==> config.mk <==
export PLATFORM = sky130hd
export DESIGN_NAME = rr_mux_n
export DESIGN_NICKNAME = d
export VERILOG_FILES = /design/src/rtl/mux_pkg.sv /design/src/rtl/rr_arbiter_n.sv /design/src/rtl/rr_mux_n.sv
export SDC_FILE = /design/constraint.sdc
export NUM_CORES = 1
export LEC_CHECK = 0
export CAP_MARGIN = 0
export CORE_MARGIN = 4
export CORE_UTILIZATION = 50
export DETAILED_ROUTE_END_ITERATION = 6
export DONT_BUFFER_PORTS = 1
export PLACE_DENSITY_LB_ADDON = 0.08
export SLEW_MARGIN = 20
export SYNTH_ARGS = -nofsm -noshare
export SYNTH_HDL_FRONTEND = slang
export SYNTH_SLANG_ARGS = --single-unit
==> constraint.sdc <==
create_clock -name clk -period 3.26 [get_ports clk]
set_input_delay 0.815 -clock clk [delete_from_list [all_inputs] [get_ports clk]]
set_output_delay 0.815 -clock clk [all_outputs]
set_load 0.005 [all_outputs]
==> src/rtl/mux_pkg.sv <==
// Shared types and limits for the N-channel stream multiplexer family.
package mux_pkg;
  typedef enum logic {MUX_FIXED = 1'b0, MUX_RR = 1'b1} mux_mode_t;
  localparam int MUX_MAX_N = 16;
endpackage

==> src/rtl/rr_arbiter_n.sv <==
// Combinational round-robin arbiter: picks the first requester after `last`,
// wrapping around; no grant when disabled or when nothing requests.
module rr_arbiter_n #(
  parameter int N = 4
) (
  input  logic [N-1:0]         req,
  input  logic [$clog2(N)-1:0] last,
  input  logic                 enable,
  output logic [$clog2(N)-1:0] grant,
  output logic                 grant_valid
);
  localparam int SELW = $clog2(N);

  always_comb begin
    int idx;
    idx         = 0;
    grant       = '0;
    grant_valid = 1'b0;
    if (enable) begin
      for (int k = 1; k <= N; k++) begin
        idx = (int'(last) + k) % N;
        if (!grant_valid && req[idx]) begin
          grant       = SELW'(idx);
          grant_valid = 1'b1;
        end
      end
    end
  end
endmodule

==> src/rtl/rr_mux_n.sv <==
// N-channel valid/ready multiplexer with fixed or round-robin selection and a
// one-entry output register. Define RR_MUX_LOCK_EN to add packet locking (in_last/out_last).
module rr_mux_n
  import mux_pkg::*;
#(
  parameter int WIDTH = 32,
  parameter int N     = 4
) (
  input  logic                 clk,
  input  logic                 reset,
  input  logic                 mode,
  input  logic [$clog2(N)-1:0] sel,
  input  logic [N-1:0]         in_valid,
  input  logic [N*WIDTH-1:0]   in_data,
  output logic [N-1:0]         in_ready,
`ifdef RR_MUX_LOCK_EN
  input  logic [N-1:0]         in_last,
  output logic                 out_last,
`endif
  output logic                 out_valid,
  output logic [WIDTH-1:0]     out_data,
  output logic [$clog2(N)-1:0] out_src,
  input  logic                 out_ready
);
  localparam int SELW = $clog2(N);

  // Handshake: a word moves when valid && ready are both high at a rising edge.
  // in_ready is a function of grant and output-stage space only, never of in_valid
  // of non-granted channels; out_data is always a register output.
  logic             out_valid_q, out_valid_d;
  logic [WIDTH-1:0] out_data_q,  out_data_d;
  logic [SELW-1:0]  out_src_q,   out_src_d;
  logic [SELW-1:0]  last_q,      last_d;

  logic             rr_mode;
  logic             load_en;
  logic             xfer;
  logic [SELW-1:0]  grant;
  logic             grant_valid;
  logic [SELW-1:0]  arb_grant;
  logic             arb_valid;
  logic             arb_en;
  logic             fix_valid;

  assign rr_mode   = (mux_mode_t'(mode) == MUX_RR);
  assign load_en   = !out_valid_q || out_ready;
  assign fix_valid = (int'(sel) < N) && in_valid[sel];

`ifdef RR_MUX_LOCK_EN
  logic            lock_q,     lock_d;
  logic [SELW-1:0] lock_src_q, lock_src_d;
  logic            out_last_q, out_last_d;
  assign arb_en = rr_mode && !lock_q;
`else
  assign arb_en = rr_mode;
`endif

  rr_arbiter_n #(.N(N)) u_arb (
    .req         (in_valid),
    .last        (last_q),
    .enable      (arb_en),
    .grant       (arb_grant),
    .grant_valid (arb_valid)
  );

  always_comb begin
    grant       = '0;
    grant_valid = 1'b0;
`ifdef RR_MUX_LOCK_EN
    if (lock_q) begin
      grant       = lock_src_q;
      grant_valid = in_valid[lock_src_q];
    end else
`endif
    if (rr_mode) begin
      grant       = arb_grant;
      grant_valid = arb_valid;
    end else begin
      grant       = sel;
      grant_valid = fix_valid;
    end
  end

  assign xfer = grant_valid && load_en && !reset;

  always_comb begin
    in_ready = '0;
    if (xfer) in_ready[grant] = 1'b1;
  end

  always_comb begin
    out_valid_d = out_valid_q;
    out_data_d  = out_data_q;
    out_src_d   = out_src_q;
    last_d      = last_q;
`ifdef RR_MUX_LOCK_EN
    lock_d      = lock_q;
    lock_src_d  = lock_src_q;
    out_last_d  = out_last_q;
`endif
    if (xfer) begin
      out_valid_d = 1'b1;
      out_data_d  = in_data[int'(grant)*WIDTH +: WIDTH];
      out_src_d   = grant;
      if (rr_mode) last_d = grant;
`ifdef RR_MUX_LOCK_EN
      lock_d     = !in_last[grant];
      lock_src_d = grant;
      out_last_d = in_last[grant];
`endif
    end else if (out_valid_q && out_ready) begin
      // Drained with nothing to replace it: data/src keep their last values.
      out_valid_d = 1'b0;
    end
  end

  always_ff @(posedge clk or posedge reset) begin
    if (reset) begin
      out_valid_q <= 1'b0;
      out_data_q  <= '0;
      out_src_q   <= '0;
      last_q      <= SELW'(N - 1);
`ifdef RR_MUX_LOCK_EN
      lock_q      <= 1'b0;
      lock_src_q  <= '0;
      out_last_q  <= 1'b0;
`endif
    end else begin
      out_valid_q <= out_valid_d;
      out_data_q  <= out_data_d;
      out_src_q   <= out_src_d;
      last_q      <= last_d;
`ifdef RR_MUX_LOCK_EN
      lock_q      <= lock_d;
      lock_src_q  <= lock_src_d;
      out_last_q  <= out_last_d;
`endif
    end
  end

  assign out_valid = out_valid_q;
  assign out_data  = out_data_q;
  assign out_src   = out_src_q;
`ifdef RR_MUX_LOCK_EN
  assign out_last  = out_last_q;
`endif
endmodule
==> impl_metrics.json, run 1 <==
{
  "outcome": "complete, no violations",
  "antenna_cells": 0,
  "r2r_slack_ns": 0.64,
  "pre_cts_slack_ns": 0.384,
  "final_max_slew_viol_count": 0,
  "critPathLaunch": "last_q[1]$_DFFE_PP1P_",
  "numCtsBuffers": 5,
  "arrival_ns": 2.32,
  "antenna_found_initial": 0,
  "ys_seq_elements": 37,
  "crit_cells": 5,
  "r2r_start": "last_q[1]$_DFFE_PP1P_",
  "cp_max_fo": 11,
  "dr_total_vias": 2655,
  "cp-start-kind": "flop",
  "p_total_mw": 1.83,
  "ys_types": 36,
  "die_x_um": 83.6,
  "dp_hpwl_um": 6040,
  "synthArstFlopShare_pct": 100,
  "slowest_delay_ns": 0.65,
  "dieHeight_um": 83.6,
  "synth_cells": 326,
  "crit_family": "simple AND/OR/NAND/NOR gates",
  "cts_tree": "yes",
  "post-route-period-util_pct": 96.2,
  "overflow": 0,
  "grt_max_degree": 65,
  "cts_setup_buffers": 0,
  "drive_gt1_share_pct": 9.60,
  "synth_area_um2": 2860,
  "drt_iter0_drc": 150,
  "max_freq_mhz": 319,
  "power_leakage_nw": 1.08,
  "syn_area_per_cell_um2": 8.77,
  "place.gp.congestion": 0.866,
  "drc": 0,
  "cts_hold_buf": 0,
  "clk_latency_ns": 0.29,
  "worst_slack_ns": 0.125,
  "ir_drop_v": 0.000277,
  "antenna_left": 0,
  "start_util_pct": 51.6,
  "core_area_um2": 5540,
  "drt_first_pass_iters": 4,
  "clock_sinks": 37,
  "fin_hold_ws_ns": 0.548,
  "fin_util_pct": 54.0,
  "post_drt_wl_per_cell_um": 22.9,
  "finalHoldViolCount": 0,
  "fin_skew_ns": 0.00744,
  "cts_max_level": 2,
  "fin_crit_ns": 3.14,
  "die_area_um2": 6990,
  "grt_pass1_vias": 2585,
  "endpoint": "in_ready[2]",
  "clock_path_buffers": 2,
  "cts_root_buffer": "clkbuf_8",
  "crit_path_end_kind": "primary output",
  "finalSetupViolations": 0,
  "ys.warnings.count": 0,
  "reg2reg_depth": 6,
  "rows": 27,
  "cp.required_ns": 2.44,
  "nNetsFinal": 439,
  "cts-resized-gates": 0,
  "setup_tns_ns": 0,
  "totalWireLength_um": 8560,
  "cpMaxStageDelayCell": "dfstp_2",
  "synth_ff_type": "dfrtp_1",
  "pin_count": 177,
  "path_buf_inv": 0,
  "path_cells": "mux2_2, or4_1, a221oi_4, or2_2, nor3_1",
  "synth-edff-count": 0,
  "grt_setup_unrepaired": "no",
  "p_per_area_nw_per_um2": 613,
  "crit_type": "reg2out",
  "tightest_slew_ns": 0.800,
  "max-cap-violations": 0,
  "area_growth_pct": 4.64,
  "vias_per_cell": 7.10,
  "grtUsageTotal_pct": 23.4,
  "portBuffers": 0,
  "r2r-end": "out_data[13]$_DFFE_PP0P_",
  "syn_nets": 464,
  "slew_headroom_pct": 46.6,
  "cts.clk_slew.worst_paths_ns": 0.08,
  "hold_class": "in2async",
  "yosysSeqAreaShare_pct": 32.5,
  "grt_pass1_wl_um": 13600
}
placed cells by master, fill, tap and decap left out, types with 3 or more instances in the layout:
| cell | instances |
|---|---|
| clkbuf_8 | 5 |
| a221oi_1 | 64 |
| o21ai_0 | 35 |
| nor2_1 | 3 |
| nand2_1 | 4 |
| nor2b_1 | 3 |
| buf_4 | 10 |
| and2_1 | 65 |
| dfrtp_1 | 35 |
| inv_1 | 4 |
| nor3_1 | 5 |
| o31ai_1 | 34 |
| o21a_1 | 3 |
flip-flops by register name, summed over array words and instances, names as in the netlist:
register and flops:
out_src 2, out_data 32, last_q 2, out_valid 1
Yosys cell counts, types with 2 or more instances:
library cell | count | share of area, %
nand2_1 | 5 | 0.66
mux2i_1 | 2 | 0.70
dfrtp_1 | 35 | 31
o21ai_1 | 3 | 0.53
o31ai_1 | 34 | 8.9
a211oi_1 | 2 | 0.53
nor2b_1 | 3 | 0.66
or2_2 | 2 | 0.44
o21ai_0 | 35 | 6.1
nor2_1 | 3 | 0.39
o21a_1 | 3 | 0.79
clkbuf_2 | 2 | 0.35
nor3_1 | 5 | 0.88
inv_1 | 4 | 0.53
buf_2 | 7 | 1.2
dfstp_2 | 2 | 1.8
a21oi_1 | 2 | 0.35
a221oi_1 | 64 | 20
nor3b_1 | 2 | 0.53
clkbuf_1 | 29 | 3.8
buf_6 | 3 | 1.2
and2_1 | 65 | 14
through the flow:
stage               instances  instance area (µm²)
floorplan                 326                 2860
global placement          366                 2880
detailed placement        366                 2880
CTS                       374                 2990
global route              374                 2990
finish                    374                 2990
worst reg2reg max path: stages (launching register included):
cell and delay [ns]:
dfstp_2 0.65, mux2_2 0.36, or4_1 0.45, a221oi_4 0.30, or2_2 0.20, buf_4 0.36
o31ai_1 0.18
cells by family after synthesis:
| group | Yosys count | synth area share, % |
|---|---|---|
| AOI/OAI and AO/OA | 149 | 39.3 |
| muxes | 4 | 1.88 |
| DFF | 37 | 32.5 |
| buffers and inverters | 46 | 7.36 |
| and+or+nand+nor | 90 | 19.0 |
layer usage:
layer | global-route usage [%] | wire, µm | vias to the layer above | part of all wire (%)
met5 | 0 | 0 | - | 0
met4 | 3.95 | 61 | 0 | 0.71
met3 | 7.70 | 762 | 6 | 8.9
met2 | 40.5 | 4370 | 131 | 51
met1 | 28.7 | 3360 | 1286 | 39
li1 | - | - | 1232 | -
final cells by class:
type	count	area [µm²]
Fill cell	536	2550
Multi-Input combinational cell	243	1770
Sequential cell	37	928
Tap cell	72	90.1
Timing Repair Buffer	10	75.1
Clock buffer	5	68.8
Clock inverter	3	46.3
Inverter	4	15.0
power by group:
part	switching (mW)	internal (mW)
registers	0.156	0.623
clock network	0.177	0.229
logic	0.385	0.263
how the worst min path moves through the flow:
stage,from,to,slack [ns],cells after the start
global route,out_valid$_DFFE_PP0P_,out_valid$_DFFE_PP0P_,0.58,1
detailed placement,out_valid$_DFFE_PP0P_,out_valid$_DFFE_PP0P_,0.53,1
floorplan,out_valid$_DFFE_PP0P_,out_valid$_DFFE_PP0P_,0.50,1
CTS,out_valid$_DFFE_PP0P_,out_valid$_DFFE_PP0P_,0.55,1
finish,reset,out_valid$_DFFE_PP0P_,0.55,1
global placement,out_valid$_DFFE_PP0P_,out_valid$_DFFE_PP0P_,0.53,1
(Power assumes the default switching activity.)
==> run 2: changes to the inputs <==
Settings changed: CORE_UTILIZATION 50 to 58.
==> impl_metrics.json, run 2 (same netlist as run 1, synthesis figures left out) <==
{
  "outcome": "complete, no violations",
  "fin_crit_ns": 3.12,
  "cp.required_ns": 2.44,
  "core_area_um2": 4750,
  "grt_pass1_wl_um": 12800,
  "drt_iter0_drc": 168,
  "dp_hpwl_um": 5950,
  "antenna_found_initial": 0,
  "final_max_slew_viol_count": 0,
  "overflow": 0,
  "cts_max_level": 2,
  "cts.clk_slew.worst_paths_ns": 0.08,
  "dieHeight_um": 78.2,
  "finalHoldViolCount": 0,
  "p_per_area_nw_per_um2": 594,
  "cp_max_fo": 10,
  "max_freq_mhz": 320,
  "antenna_cells": 0,
  "die_x_um": 78.2,
  "pin_count": 177,
  "crit_path_end_kind": "primary output",
  "fin_skew_ns": 0.00892,
  "drc": 0,
  "clk_latency_ns": 0.29,
  "finalSetupViolations": 0,
  "nNetsFinal": 443,
  "clock_sinks": 37,
  "layout_commonest_cell": "and2_1",
  "dr_total_vias": 2679,
  "crit_type": "reg2out",
  "place.gp.congestion": 0.838,
  "drt_first_pass_iters": 5,
  "start_util_pct": 60.1,
  "hold_class": "reg2reg",
  "max-cap-violations": 0,
  "tightest_slew_ns": 0.842,
  "grtUsageTotal_pct": 26.4,
  "grt_setup_unrepaired": "no",
  "antenna_left": 0,
  "area_growth_pct": 5.17,
  "totalWireLength_um": 8470,
  "cts_hold_buf": 0,
  "ir_drop_v": 0.000280,
  "slew_headroom_pct": 43.8,
  "grt_pass1_vias": 2466,
  "largest_reg_flops": 32,
  "drive_gt1_share_pct": 10.8,
  "post_drt_wl_per_cell_um": 22.7,
  "post-route-period-util_pct": 95.8,
  "rows": 25,
  "cts_tree": "yes",
  "cts_root_buffer": "clkbuf_8",
  "portBuffers": 0,
  "arrival_ns": 2.31,
  "clock_path_buffers": 2,
  "final_cell_mix": "and2_1, a221oi_1, o21ai_0, dfrtp_1, o31ai_1",
  "grt_max_degree": 65,
  "power_leakage_nw": 1.10,
  "vias_per_cell": 7.18,
  "fin_hold_ws_ns": 0.540,
  "die_area_um2": 6110,
  "setup_tns_ns": 0,
  "numCtsBuffers": 5,
  "cp-start-kind": "flop"
}
run 2: changes by cell type in the layout (fill, tap and decap cells not counted), sizes merged:
cell	delta
buf	+4
clkinv	+2
clkinvlp	-1
bufinv	-1
run 2: final cells by class:
type / count / area, µm²
flip-flops and latches: 37 / 928
multi-input cells: 243 / 1770
fillers: 438 / 1750
inverters: 4 / 15.0
clock buffers: 5 / 68.8
clock inverters: 3 / 22.5
well taps: 67 / 83.8
repair buffers: 14 / 118
run 2: where the power goes:
group	total, mW	internal, mW	switching [mW]
Sequential	0.770	0.622	0.148
Clock	0.320	0.151	0.168
Combinational	0.695	0.291	0.404
run 2: worst paths after layout:
check	from	to	slack, ns	cells past startpoint
setup / recovery	last_q[1]$_DFFE_PP1P_	in_ready[0]	0.14	5
hold / removal	out_valid$_DFFE_PP0P_	out_valid$_DFFE_PP0P_	0.54	1
setup reg to reg	last_q[1]$_DFFE_PP1P_	last_q[0]$_DFFE_PP1P_	0.69	6
hold reg to reg	out_valid$_DFFE_PP0P_	out_valid$_DFFE_PP0P_	0.54	1
max in group asynchronous	reset	last_q[0]$_DFFE_PP1P_	1.88	2
min in group asynchronous	reset	out_data[20]$_DFFE_PP0P_	0.58	1
run 2: what timing repair did:
action,in CTS,in global routing
resized for setup,0,1
hold endpoints to repair,0,0
endpoints found under the setup margin,0,4
buffers inserted,0,3
run 2: routing by layer:
metal	global-route usage, %	share of wire, %	vias to the layer above	routed length (µm)
li1	-	-	1231	-
met3	7.68	8.8	11	746
met1	32.8	39	1300	3280
met2	44.9	51	137	4340
met4	6.82	1.2	0	100
met5	0	0	-	0
run 2: critical path: stages (launching register included):
cell	delay (ns)
dfstp_2	0.60
mux2_2	0.34
or4_1	0.46
a221oi_4	0.31
or2_4	0.23
nor3_1	0.08
run 2: per-stage QoR:
step | instance area, µm² | power, mW | util [%] | setup WS [ns] | instances
4_1_cts | 2980 | 1.77 | 62.7 | 0.0164 | 370
5_1_grt | 3010 | 1.91 | 63.2 | 0.0570 | 373
3_5_place_dp | 2890 | 1.45 | 60.8 | 0.275 | 362
3_3_place_gp | 2890 | 1.43 | 60.8 | 0.284 | 362
2_1_floorplan | 2860 | 1.26 | - | 0.00774 | 326
6_report | 3010 | 1.78 | 63.2 | 0.138 | 373
==> run 3: changes to the inputs <==
Settings changed: CORE_UTILIZATION 58 to 35.
==> impl_metrics.json, run 3 (same netlist as run 1, synthesis figures left out) <==
{
  "cts.clk_slew.worst_paths_ns": 0.08,
  "pre_cts_slack_ns": 0.345,
  "intPower_mw": 1.05,
  "dieHeight_um": 98.4,
  "cts_root_buffer": "clkbuf_8",
  "cts_hold_buf": 0,
  "combPwrFrac_pct": 38.3,
  "place.gp.congestion": 0.825,
  "overflow": 0,
  "regArea_um2": 928,
  "layout_commonest_cell": "and2_1",
  "totalWireLength_um": 9510,
  "grt_pass1_wl_um": 15100,
  "grt_setup_unrepaired": "no",
  "power_leakage_nw": 1.09,
  "fin_crit_ns": 3.12,
  "drive_gt1_share_pct": 10.8,
  "drc": 0,
  "grt_pass1_vias": 2766,
  "slew_headroom_pct": 49.8,
  "antenna_found_initial": 1,
  "setup_tns_ns": 0,
  "cp_max_fo": 8,
  "core_area_um2": 7850,
  "post_drt_wl_per_cell_um": 23.3,
  "dp_hpwl_um": 6670,
  "grt_max_degree": 65,
  "pwr-share-seq_pct": 43.3,
  "largest_reg_flops": 32,
  "tightest_slew_ns": 0.753,
  "final_max_slew_viol_count": 0,
  "cts_tree": "yes",
  "drt_iter0_drc": 141,
  "area_growth_pct": 6.22,
  "antenna_left": 0,
  "clk_latency_ns": 0.29,
  "clock_path_buffers": 2,
  "switching_share_pct": 40.9,
  "post-route-period-util_pct": 95.8,
  "multi_input_area_um2": 1770,
  "crit_type": "reg2out",
  "numCtsBuffers": 5,
  "die_x_um": 98.4,
  "fin_skew_ns": 0.00443,
  "start_util_pct": 36.4,
  "arrival_ns": 2.31,
  "portBuffers": 0,
  "p_per_area_nw_per_um2": 588,
  "outcome": "complete, no violations",
  "finalHoldViolCount": 0,
  "max-cap-violations": 0,
  "p_sw_mw": 0.730,
  "drt_first_pass_iters": 4,
  "vias_per_cell": 6.64,
  "rows": 32,
  "cts_max_level": 2,
  "n_fill_cell": 841,
  "die_area_um2": 9670,
  "fin_hold_ws_ns": 0.539,
  "cp.required_ns": 2.44,
  "cp-start-kind": "flop",
  "p_total_mw": 1.78,
  "worst_slack_ns": 0.136,
  "clock_sinks": 37,
  "finalSetupViolations": 0,
  "clkPwrFrac_pct": 18.5,
  "max_freq_mhz": 320,
  "pin_count": 177,
  "ir_drop_v": 0.000168,
  "hold_class": "in2async",
  "grtUsageTotal_pct": 19.1,
  "final_cell_mix": "and2_1, a221oi_1, o21ai_0, dfrtp_1, o31ai_1",
  "dr_total_vias": 2714,
  "nNetsFinal": 443,
  "crit_path_end_kind": "primary output"
}
-- run 3: path summary, 6_finish.rpt --
kind / slack [ns] / start / cells past startpoint / end
min in group clk: 0.54 / out_valid$_DFFE_PP0P_ / 1 / out_valid$_DFFE_PP0P_
hold / removal: 0.54 / reset / 1 / out_data[18]$_DFFE_PP0P_
setup reg to reg: 0.64 / last_q[1]$_DFFE_PP1P_ / 6 / out_data[16]$_DFFE_PP0P_
setup / recovery: 0.14 / last_q[1]$_DFFE_PP1P_ / 5 / in_ready[2]
max in group asynchronous: 1.95 / reset / 2 / out_data[21]$_DFFE_PP0P_
hold reg to reg: 0.54 / out_valid$_DFFE_PP0P_ / 1 / out_valid$_DFFE_PP0P_
-- run 3: timing repair --
action | CTS | global route
setup endpoints to repair | 0 | 3
gates resized for setup | 0 | 0
setup buffers | 0 | 2
-- run 3: layout make-up --
| cell class | instances | share of cell area (%) |
|---|---|---|
| diodes | 1 | 0.0824 |
| clock buffers | 5 | 2.27 |
| clock inverters | 3 | 0.701 |
| inverters | 4 | 0.495 |
| multi-input cells | 243 | 58.2 |
| flip-flops and latches | 37 | 30.6 |
| well taps | 102 | 4.20 |
| repair buffers | 14 | 3.46 |
-- run 3: routing by layer --
metal  track usage [%]  routed length [µm]  vias up
met1              23.5                3800     1347
li1                  -                   -     1240
met5                 0                   0        -
met2              32.8                4780      120
met4              3.78                  72        0
met3              6.14                 858        7
-- run 3: power by group through the flow --
stage                     clock (mW)  sequential (mW)  combinational (mW)
after floorplan                    0            0.716               0.543
after global placement             0            0.788               0.668
after detailed placement           0            0.785               0.673
after CTS                      0.351            0.779               0.672
after global routing           0.365            0.793               0.768
final                          0.329            0.772               0.683
-- run 3: stage by stage --
stage	utilization (%)	area, µm²	std cells
2_1_floorplan	-	2860	326
3_3_place_gp	37.3	2930	398
3_5_place_dp	37.3	2930	398
4_1_cts	38.5	3020	406
5_1_grt	38.7	3040	409
6_report	38.7	3040	409
-- run 3: critical path, stage by stage, from the launching register on --
cell      delay, ns
dfstp_2        0.62
mux2_2         0.36
or4_1          0.45
a221oi_4       0.30
or2_2          0.21
nor3_1         0.07
==> edit 1 (settings of run 2) <==
Add an input register stage for `mode`; this delays it by one clock. The other inputs are not delayed to match.
--- a/src/rtl/rr_mux_n.sv
+++ b/src/rtl/rr_mux_n.sv
@@ -26,2 +26,8 @@
 
+  logic mode_q;
+
+  always_ff @(posedge clk) begin
+    mode_q <= mode;
+  end
+
   // Handshake: a word moves when valid && ready are both high at a rising edge.
@@ -44,3 +50,3 @@
 
-  assign rr_mode   = (mux_mode_t'(mode) == MUX_RR);
+  assign rr_mode   = (mux_mode_t'(mode_q) == MUX_RR);
   assign load_en   = !out_valid_q || out_ready;
Formal check against the unedited RTL: not equivalent (a bounded check fails within 4 cycles, from zero or initial values and one cycle with reset high).
==> edit 1 against run 2 <==
Global-route usage grew 0.58 points. Non-clock buffer count is the same. Cell area shrank 0.17%. Count of clock-buffer cells in the layout is the same. Area after synthesis grew 0.70%. Routed wire length grew 0.38%. Critical path type unchanged. Total power shrank 1.5%. Maximum frequency shrank 0.73%. First-iteration DRC count shrank 13%. Worst setup slack lost 0.023 ns. Clock skew shrank 0.0048 ns. Sequential cell count grew 1.
==> edit 1: results (changes against run 2) <==
[status]
outcome=finished clean  ; unchanged

[final_layout]
num_antenna_cells=0  ; unchanged
drive_gt1_share_pct=10.5  ; was 10.8%
fillerInstances=443  ; was 438
final_nets=444  ; was 443
largest_reg_flops=32  ; unchanged
multi_input_area_sq_um=1770  ; unchanged

[synthesis]
synth_cell_type_count=37  ; was 36
synth.area.mux_share_pct=1.87  ; was 1.88%
synth_fa_ha_area_share_pct=0  ; unchanged
syn_inst=327  ; was 326
ys_seq_area_share_pct=33.0  ; was 32.5%
synth_top_family_by_area=compound AO/OA/AOI/OAI gates  ; unchanged
synthTopCellsByArea=dfrtp_1 (30%), a221oi_1 (19%), and2_1 (14%)  ; was dfrtp_1 (31%), a221oi_1 (20%), and2_1 (14%)
syn_nets=465  ; was 464
synth_warnings=0  ; unchanged
synthArstFlopShare_pct=97.4  ; was 100%
synth_compound_area_share_pct=39.0  ; was 39.3%
synth_xor_area_share_pct=0  ; unchanged
synthTopCellsByCount=and2_1 (65), a221oi_1 (64), dfrtp_1 (35), o21ai_0 (35), o31ai_1 (34)  ; unchanged
synth_flop_cell=dfrtp_1  ; unchanged

[critical_path]
slowest_delay_ns=0.63  ; was 0.60 ns
crit_arrival_ns=2.33  ; was 2.31 ns
cp_top_family=simple AND/OR/NAND/NOR gates  ; unchanged
setup.worst_path.end=in_ready[3]  ; was in_ready[0]
worstRegToRegCells=6  ; unchanged
r2r_slack_ns=0.67  ; was 0.69 ns
cpMaxStageDelayCell=dfstp_2  ; unchanged
worstPathMaxFanout=11  ; was 10
reg2reg_to=last_q[0]  ; unchanged

[clocking]
insertion_delay_ns=0.28
numCtsBuffers=5  ; unchanged
clockBufferDepth=2  ; unchanged
cts.htree.levels=2  ; unchanged
path_clk_slew_ns=0.07
cts_hold_buf=0  ; unchanged
cts_root_buf=clkbuf_8  ; unchanged

[drt]
routedWlPerCell_um=22.8  ; was 22.7 um
drt_iter0_markers=147  ; was 168
via_per_inst=7.33  ; was 7.18
first_pass_iters=4  ; was 5
num_vias=2733  ; was 2679

[place]
gp_congestion=0.831  ; was 0.838
placed_area_sq_um=2900  ; was 2890 sq um
place_hpwl_um=6040  ; was 5950 um
dp_slack_ns=0.289  ; was 0.275 ns
dp.cells=364  ; was 362

[sta]
fmax_mhz=318  ; was 320 MHz
relSlewSlack_pct=33.7  ; was 43.8%
finClkSkew_ns=0.00408  ; was 0.00892 ns
setup_viol=0  ; unchanged

[grt]
antenna_found_initial=0  ; unchanged
track_usage_pct=27.0  ; was 26.4%
grt_pass1_wl_um=13300  ; was 12800 um
grt_pass1_vias=2657  ; was 2466
grt_max_degree=65  ; unchanged

[power_and_ir_drop]
vdd_drop_max_mv=0.251  ; was 0.280 mV
total_leakage_power_uw=0.00109  ; was 0.00110 uW

[hold_path]
hp-class=primary input to async pin  ; was flop to flop

[edit 1: cell types whose count changed after synthesis]
cell     delta
dfxtp_1     +1
[edit 1: worst reg2reg max path, cell delays in order, from the launching register on]
cell and delay, ns:
dfstp_2 0.63, mux2_2 0.36, or4_1 0.45, a221oi_4 0.31, buf_4 0.37, nor2_1 0.13, a32o_1 0.27
[edit 1: kinds of logic after synthesis]
family	after synthesis
buffers and inverters	46
and+or+nand+nor	90
AOI/OAI and AO/OA	149
DFF	38
muxes	4
[edit 1: how the worst min path moves through the flow]
stage	start	endpoint	slack, ns	cells past startpoint
global placement	out_data[20]	out_data[20]	0.52	2
global route	mode	arb_en	0.54	0
finish	reset	out_valid	0.52	1
CTS	mode	arb_en	0.54	0
floorplan	out_valid	out_valid	0.50	1
detailed placement	out_valid	out_valid	0.53	1
[edit 1: power by group]
group	internal, uW	switching (uW)	total (uW)	leakage, uW
sequential	635	150	785	0.000459
clock	144	160	304	0.0000438
combinational	279	389	668	0.000590
total	1060	700	1760	0.00109
[edit 1: metal layers]
metal / wire length [um] / up-vias / global-route usage, % / part of all wire (%)
li1: - / 1241 / - / -
met1: 3240 / 1336 / 33.6 / 38
met2: 4360 / 142 / 44.9 / 51
met3: 744 / 14 / 7.34 / 8.8
met4: 159 / 0 / 9.62 / 1.9
met5: 0 / - / 0 / 0
[edit 1: repair_timing]
action / 4_1_cts / 5_1_grt
endpoints found under the hold margin: 0 / 0
setup buffers: 0 / 2
resized for setup: 0 / 1
endpoints found under the setup margin: 0 / 4
[edit 1: area by class of cell]
class                      instances  share of cell area, %
timing repair buffer              14                   3.50
tap                               67                   2.79
clock buffer                       5                   2.29
multi-input combinational        243                   59.0
clock inverter                     2                  0.334
sequential                        38                   31.6
inverter                           4                  0.500
==> edit 2 (settings of run 2) <==
Without the edit above. Add a define of `RR_MUX_LOCK_EN`.
--- a/src/rtl/rr_mux_n.sv
+++ b/src/rtl/rr_mux_n.sv
@@ -2,2 +2,4 @@
 // one-entry output register. Define RR_MUX_LOCK_EN to add packet locking (in_last/out_last).
+`define RR_MUX_LOCK_EN
+
 module rr_mux_n
Interface: changed (added in_last and out_last); port bits go from 177 to 182. The function was not compared with the original's and may differ.
==> edit 2 against run 2 <==
Routed wire length shrank 19%. Maximum frequency increased by 7.5%. Cell area shrank 9.5%. Area after synthesis fell by 6.6%. Clock skew decreased by 0.0039 ns. Sequential cell count rose by 2. Worst setup slack improved by 0.22 ns. Largest cell class unchanged. Highest routed layer unchanged.
Power is not compared: it rests on default switching activity, and its combinational part moved more than twofold at a synthesized area within 25%.
==> edit 2: results (changes against run 2) <==
[synthesis]
synthTopCellsByArea=dfrtp_1 (35%), mux2i_1 (16%), o221ai_2 (6.2%)  ; was dfrtp_1 (31%), a221oi_1 (20%), and2_1 (14%)
ys_seq_area_share_pct=36.6  ; was 32.5%
synth_cell_type_count=41  ; was 36

[critical_path]
slowest_delay_ns=0.47  ; was 0.60 ns
worstPathMaxFanout=8  ; was 10
cpMaxStageDelayCell=mux4_2  ; was dfstp_2
r2r_slack_ns=0.76  ; was 0.69 ns

[sta]
whs_ns=0.528  ; was 0.540 ns
finClkSkew_ns=0.00499  ; was 0.00892 ns
relSlewSlack_pct=45.6  ; was 43.8%
finalCritPeriodShare_pct=89.0  ; was 95.8%

[drt]
wirelength_um=6880  ; was 8470 um
drt_iter0_markers=88  ; was 168
num_vias=2103  ; was 2679

[final_layout]
final_cells=300  ; was 373
final_util_pct=61.6  ; was 63.2%
drive_gt1_share_pct=20.2  ; was 10.8%

[place]
place_hpwl_um=5320  ; was 5950 um
gp_congestion=0.834  ; was 0.838

[status]
outcome=finished clean  ; unchanged

[grt]
use_met1_pct=28.3  ; was 32.8%
use_met3_pct=8.58  ; was 7.68%
grt_pass1_vias=2040  ; was 2466
track_usage_pct=22.7  ; was 26.4%
grt_max_degree=28  ; was 65

## edit 2: cell types whose count changed in the layout (fill, tap and decap cells not counted), moves of 9 or more
cell	change
o31ai_1	-34
nand2_1	+23
o22ai_1	+24
a21oi_1	+13
a221oi_1	-63
o221ai_2	+11
o221ai_1	+9
and2_1	-65
mux2i_1	+41
o21ai_0	-32
## edit 2: layer usage
layer	part of all wire, %	wire, um	vias up
met1	38	2580	1022
met3	11	728	7
met2	51	3510	124
met5	0	0	-
li1	-	-	950
met4	0.79	54	0
## edit 2: cell type report
cell class	count	share of cell area (%)
Clock inverter	3	0.552
Sequential cell	39	36.0
Clock buffer	5	2.53
Inverter	9	1.24
Tap cell	52	2.39
Timing Repair Buffer	11	3.50
Multi-Input combinational cell	181	53.8
## edit 2: cell families (layout without fill, tap and decap cells)
kind of cell    count (synthesis)  count (layout)  share of synthesized area [%]
buf+inv                        29              28                           8.53
flops                          39              39                           36.6
simple gates                   45              45                           7.36
compound gates                 78              78                           24.2
mux                            58              58                           23.3
## edit 2: power groups by stage
stage	sequential (uW)	combinational (uW)	clock (uW)
3_3_place_gp	968	1410	0
6_report	966	1450	322
5_1_grt	996	1600	345
3_5_place_dp	970	1470	0
2_1_floorplan	884	1380	0
4_1_cts	967	1460	326
## edit 2: worst paths after layout
check | from | endpoint | cells past startpoint
setup / recovery | sel[1] | in_ready[2] | 5
hold / removal | last_q[1] | last_q[1] | 2
setup reg to reg | last_q[0] | out_data[8] | 8
hold reg to reg | last_q[1] | last_q[1] | 2
max in group asynchronous | reset | out_data[10] | 2
min in group asynchronous | reset | out_data[5] | 1
## edit 2: worst min-delay path, delay by kind of cell (launching register included)
kind	cells	cell delay, ns
AO/OA/AOI/OAI	1	0.07
flip-flops	1	0.40
AND/OR/NAND/NOR	1	0.05
